===== src/rtl/router_output_arbiter.sv =====
// rtl/router_output_arbiter.sv - packet-atomic round-robin arbiter sharing one router output FIFO
// A grant is held from the first flit to the tail flit so packets never interleave.
module router_output_arbiter #(
    parameter int NUM_PORTS      = 4,
    parameter int DATA_WIDTH     = 32,
    parameter int PORT_IDX_WIDTH = 2,
    parameter int CNT_WIDTH      = 16
) (
    input  logic                            clk,
    input  logic                            reset,
    input  logic [NUM_PORTS-1:0]            src_empty_n,
    input  logic [NUM_PORTS*DATA_WIDTH-1:0] src_d_out,
    input  logic [NUM_PORTS-1:0]            src_tail,
    output logic [NUM_PORTS-1:0]            src_deq,
    input  logic                            dst_full_n,
    output logic                            dst_enq,
    output logic [DATA_WIDTH-1:0]           dst_d_in,
    output logic                            grant_valid,
    output logic [PORT_IDX_WIDTH-1:0]       grant_idx,
    output logic [CNT_WIDTH-1:0]            pkt_count
);

    typedef enum logic {
        ST_IDLE = 1'b0,
        ST_BUSY = 1'b1
    } state_t;

    state_t                    r_state;
    state_t                    w_state_nxt;
    logic [PORT_IDX_WIDTH-1:0] r_grant_idx;
    logic [PORT_IDX_WIDTH-1:0] r_last_grant;
    logic [CNT_WIDTH-1:0]      r_pkt_count;

    logic [PORT_IDX_WIDTH-1:0] w_pick;
    logic [PORT_IDX_WIDTH:0]   w_sum;
    logic [PORT_IDX_WIDTH-1:0] w_cand;
    logic                      w_any_req;
    logic                      w_xfer;
    logic                      w_tail_xfer;
    logic [DATA_WIDTH-1:0]     w_granted_flit;

    // Scan downward from last_grant+NUM_PORTS so the last hit is the first requester above last_grant.
    always_comb begin
        w_pick    = '0;
        w_any_req = 1'b0;
        w_sum     = '0;
        w_cand    = '0;
        for (int k = NUM_PORTS; k >= 1; k--) begin
            w_sum = {1'b0, r_last_grant} + (PORT_IDX_WIDTH+1)'(k);
            if (w_sum >= (PORT_IDX_WIDTH+1)'(NUM_PORTS)) begin
                w_sum = w_sum - (PORT_IDX_WIDTH+1)'(NUM_PORTS);
            end
            w_cand = w_sum[PORT_IDX_WIDTH-1:0];
            if (src_empty_n[w_cand]) begin
                w_pick    = w_cand;
                w_any_req = 1'b1;
            end
        end
    end

    always_comb begin
        w_granted_flit = '0;
        for (int k = 0; k < NUM_PORTS; k++) begin
            if (r_grant_idx == PORT_IDX_WIDTH'(k)) begin
                w_granted_flit = src_d_out[k*DATA_WIDTH +: DATA_WIDTH];
            end
        end
    end

    assign w_xfer      = (r_state == ST_BUSY) & src_empty_n[r_grant_idx] & dst_full_n & ~reset;
    assign w_tail_xfer = w_xfer & src_tail[r_grant_idx];

    always_comb begin
        w_state_nxt = r_state;
        case (r_state)
            ST_IDLE: if (w_any_req)   w_state_nxt = ST_BUSY;
            ST_BUSY: if (w_tail_xfer) w_state_nxt = ST_IDLE;
            default:                  w_state_nxt = ST_IDLE;
        endcase
    end

    always_ff @(posedge clk) begin
        if (reset) begin
            r_state      <= ST_IDLE;
            r_grant_idx  <= '0;
            r_last_grant <= PORT_IDX_WIDTH'(NUM_PORTS - 1);
            r_pkt_count  <= '0;
        end else begin
            r_state <= w_state_nxt;
            if ((r_state == ST_IDLE) && w_any_req) begin
                r_grant_idx <= w_pick;
            end
            if (w_tail_xfer) begin
                r_last_grant <= r_grant_idx;
                r_pkt_count  <= r_pkt_count + CNT_WIDTH'(1);
            end
        end
    end

    assign src_deq     = w_xfer ? (NUM_PORTS'(1) << r_grant_idx) : '0;
    assign dst_enq     = w_xfer;
    assign dst_d_in    = reset ? '0 : w_granted_flit;
    assign grant_valid = (r_state == ST_BUSY);
    assign grant_idx   = r_grant_idx;
    assign pkt_count   = r_pkt_count;

endmodule


===== config.mk =====
export PLATFORM = sky130hd
export DESIGN_NAME = router_output_arbiter
export DESIGN_NICKNAME = d
export VERILOG_FILES = /design/src/rtl/router_output_arbiter.sv
export SDC_FILE = /design/constraint.sdc
export NUM_CORES = 1
export LEC_CHECK = 0
export CORE_MARGIN = 4
export CORE_UTILIZATION = 32
export CTS_CLUSTER_SIZE = 14
export DETAILED_ROUTE_END_ITERATION = 10
export PLACE_DENSITY = 0.92
export SYNTH_ARGS = -nofsm -noshare
export SYNTH_HDL_FRONTEND = slang
export SYNTH_SLANG_ARGS = --single-unit

===== constraint.sdc =====
create_clock -name clk -period 2.15 [get_ports clk]
set_input_delay 0.43 -clock clk [delete_from_list [all_inputs] [get_ports clk]]
set_output_delay 0.43 -clock clk [all_outputs]
set_load 0.03 [all_outputs]

==> summary.md <==
| Metric | Value |
|---|---|
| Main combinational cell family by area after synthesis | `multiplexers` |
| Layout cells sized above 1 | `35.0%` |
| Main area contributors after synthesis | `mux4_2, dfxtp_1, and2_1` |
| Tmin final | `2170 ps` |
| GP Congestion | `0.901` |
| Final Skew | `1.89 ps` |
| Flops & latches, synth | `21` |
| Post-synthesis mux area share | `between 40 and 50%` |
| Outcome | `finished, violations left` |
| Iter 0 DRT Violations | `68` |
| Count of pins over their slew limit | `0` |
| I/O Buffers | `~190` |
| Synth Flop Type | `dfxtp_1` |
| Routed len/inst | `21.9 um` |
| Worst VDD drop | `around 0.35 mV` |
| Final setup margin | `-15.9 ps` |
| Core Area | `6790 um^2` |
| CP delay by family, top | `multiplexers` |
| Die X | `91.5 um` |
| Cell Pwr Density | `348 nW/um^2` |
| Async SR Flop Fraction | `0%` |
| Syn Nets | `approximately 360` |
| # rows | `30` |
| WL final | `about 11,000 um` |
| All-Layer GR Usage | `between 20% and 30%` |
| H-tree levels | `1` |
| Initial DRT Pass Iterations | `6` |
| Worst setup EP type | `primary output` |
| Post-route cell area | `4730 um^2` |
| Required @ worst endpoint | `about 1700 ps` |
| Vias in the first global route | `2,902` |
| CTS root buf | `clkbuf_8` |
| CP max stage cell | `mux4_2` |
| Netlist cell types | `39` |
| Syn Std Cell Area | `2230 um^2` |
| Num CTS Buffers | `3` |
| Ys Warns | `0` |
| Unrepaired setup endpoints after global routing | `true` |
| CP max FO | `6` |
| Overall power | `1650 uW` |
| Compound-Gate Fraction of Synth Area | `9.53%` |
| I/O pin count | `195` |
| Die Height | `91.5 um` |
| CTS Buffer Depth | `2` |
| Post-route ant nets | `0` |
| Layout overhead on the synthesized area | `112%` |
| Post-synth EDFFs | `0` |
| Slew @ Worst Pin | `459 ps` |
| Via count | `approximately 2,800` |
| HP Class | `reg2reg` |
| Failing checks | `negative setup slack` |
| P_leak | `0.00186 uW` |
| Clk_lat worst skew | `260 ps` |
| HPWL after detailed placement | `slightly above 8000 um` |
| Adder-cell area share of the yosys netlist | `less than 1%` |
| First-pass GRT wire length | `between 15,000 and 20,000 um` |
| Hold Vio Cnt, Final | `0` |
| Final setup viols | `3` |
| Die Footprint | `around 8400 um^2` |
| Syn Inst Count | `between 200 and 250` |
| Post-synthesis sequential area ratio | `18.8%` |
| Final Cycle Share | `101%` |
| DR vias/cell | `5.31` |
| Setup crit start kind | `flop` |
| XOR/XNOR Fraction of Synth Area | `0%` |
| Max-capacitance violation count | `0` |
| Max Fclk | `462 MHz` |
| Delay of the slowest critical-path stage | `520 ps` |
| Post-synth top area share | `between 30% and 40%` |
| WP data arrival | `about 1700 ps` |
| CTS clk-pin slew, worst paths | `80 ps` |
| Crit Path Class | `reg2out` |
| Syn avg cell area | `9.96 um^2` |
| Area after DPL | `4320 um^2` |
| CTS tree | `done` |
| Slew HR | `68.5%` |
| Crit-path cells | `clkbuf_16, mux4_2, and2_4, buf_6` |
| Diodes inserted | `0` |
| Filler cells | `499` |
| Hold buffer count at CTS | `0` |
| Starting Density | `32.9%` |
| Gr ovfl total | `0` |
| Sink Count | `21` |
| Yosys top cell by area | `mux4_2` |
| Worst Path Buf+Inv | `2` |
| Synth top cells by count | `and2_1, mux4_2, dfxtp_1` |
| Nets | `569` |
| Residual DRC | `0` |
| Initial antenna violation count | `0` |
| Pin count of the biggest net entering global routing | `35` |
| Post-layout util | `69.7%` |
| Post-synthesis simple-gate area fraction | `about a quarter` |
[layout make-up]
| cell class | count | area [um^2] | area share (%) |
|---|---|---|---|
| Timing Repair Buffer | 220 | 2310 | 48.8 |
| Multi-Input combinational cell | 179 | 1820 | 38.4 |
| Sequential cell | 21 | 425 | 8.99 |
| Tap cell | 96 | 120 | 2.54 |
| Clock buffer | 3 | 41.3 | 0.872 |
| Inverter | 4 | 15.0 | 0.317 |
| Clock inverter | 1 | 5.00 | 0.106 |
[metrics by stage]
step	setup WS (ps)	std cells	TNS, ps	hold slack, ps
6_report	-15.9	524	-36.6	495
5_1_grt	-72.1	524	-592	526
4_1_cts	-10.6	520	-10.6	486
3_5_place_dp	-316	515	-9330	469
3_3_place_gp	-221	515	-7640	470
2_1_floorplan	31.4	224	0	500
[sequential cells by signal, indices dropped and copies added (netlist names)]
signal        cells
grant_idx         2
grant_valid       1
pkt_count        16
r_last_grant      2
[worst register-to-register path, stage by stage (launching register included)]
cell	delay (ps)
dfxtp_2	400
mux2i_4	230
or4_4	600
buf_4	180
a21oi_2	140
mux2_1	330
[report_power, final]
| group | leakage, uW | switching (uW) | internal, uW |
|---|---|---|---|
| Clock | 0.0000255 | 139 | 129 |
| Combinational | 0.00167 | 367 | 599 |
| Sequential | 0.000171 | 15.5 | 395 |
[kinds of logic (layout without fill, tap and decap cells)]
logic type               after synthesis  after routing
AO/OA/AOI/OAI                         30             30
adder cells (fa/ha/maj)                1              1
buffers and inverters                 25            228
flip-flops                            21             21
multiplexers                          51             51
AND/OR/NAND/NOR                       96             97
[routing by layer]
metal	vias up	part of all wire (%)	track usage [%]
li1	1264	-	-
met1	1337	35	25.3
met5	-	0	0
met3	36	6.9	3.65
met2	144	54	44.9
met4	0	4.2	7.04
[path summary, 6_finish.rpt]
kind,slack [ps],to,cells past startpoint,start
max,-20,dst_d_in[8],4,grant_idx[0]
min,490,pkt_count[7],1,pkt_count[7]
max reg2reg,160,pkt_count[12],5,grant_idx[1]
min reg2reg,490,pkt_count[7],1,pkt_count[7]
[repair_timing]
| item | 4_1_cts | 5_1_grt |
|---|---|---|
| setup endpoints to repair | 38 | 42 |
| pin swaps | 3 | 29 |
| setup buffers | 0 | 1 |
| endpoints found under the hold margin | 0 | 0 |
| resized for setup | 23 | 62 |
| cloned | 1 | 3 |
[placed cells by master, fill, tap and decap left out, types with 2 or more instances in the layout]
cell type        Yosys  layout
clkdlybuf4s50_1      0     151
buf_6                2      33
mux4_2              32      32
and2_4               0      30
buf_4                1      21
dfxtp_1             21      19
nor2_1              18      16
nor2b_1             11      11
nand2_1             10      10
mux2_1              10      10
nand3_1              7       7
o21ai_0              6       6
a21oi_2              6       6
buf_12               0       6
mux2i_1              6       5
inv_1                4       4
and4_1               4       4
a21oi_1              4       4
mux2_2               3       3
nand4_1              3       3
clkbuf_8             0       3
and2_1              32       2
and3b_1              2       2
nor4_1               2       2
and3_1               2       2
or4_4                1       2
o211ai_1             2       2
a211oi_1             4       2
nor3_1               2       2
a211oi_2             0       2
clkbuf_16            0       2
dlygate4sd2_1        0       2
dlymetal6s2s_1       0       2
buf_8                0       2
No activity file was read; power rests on OpenSTA's default activity.
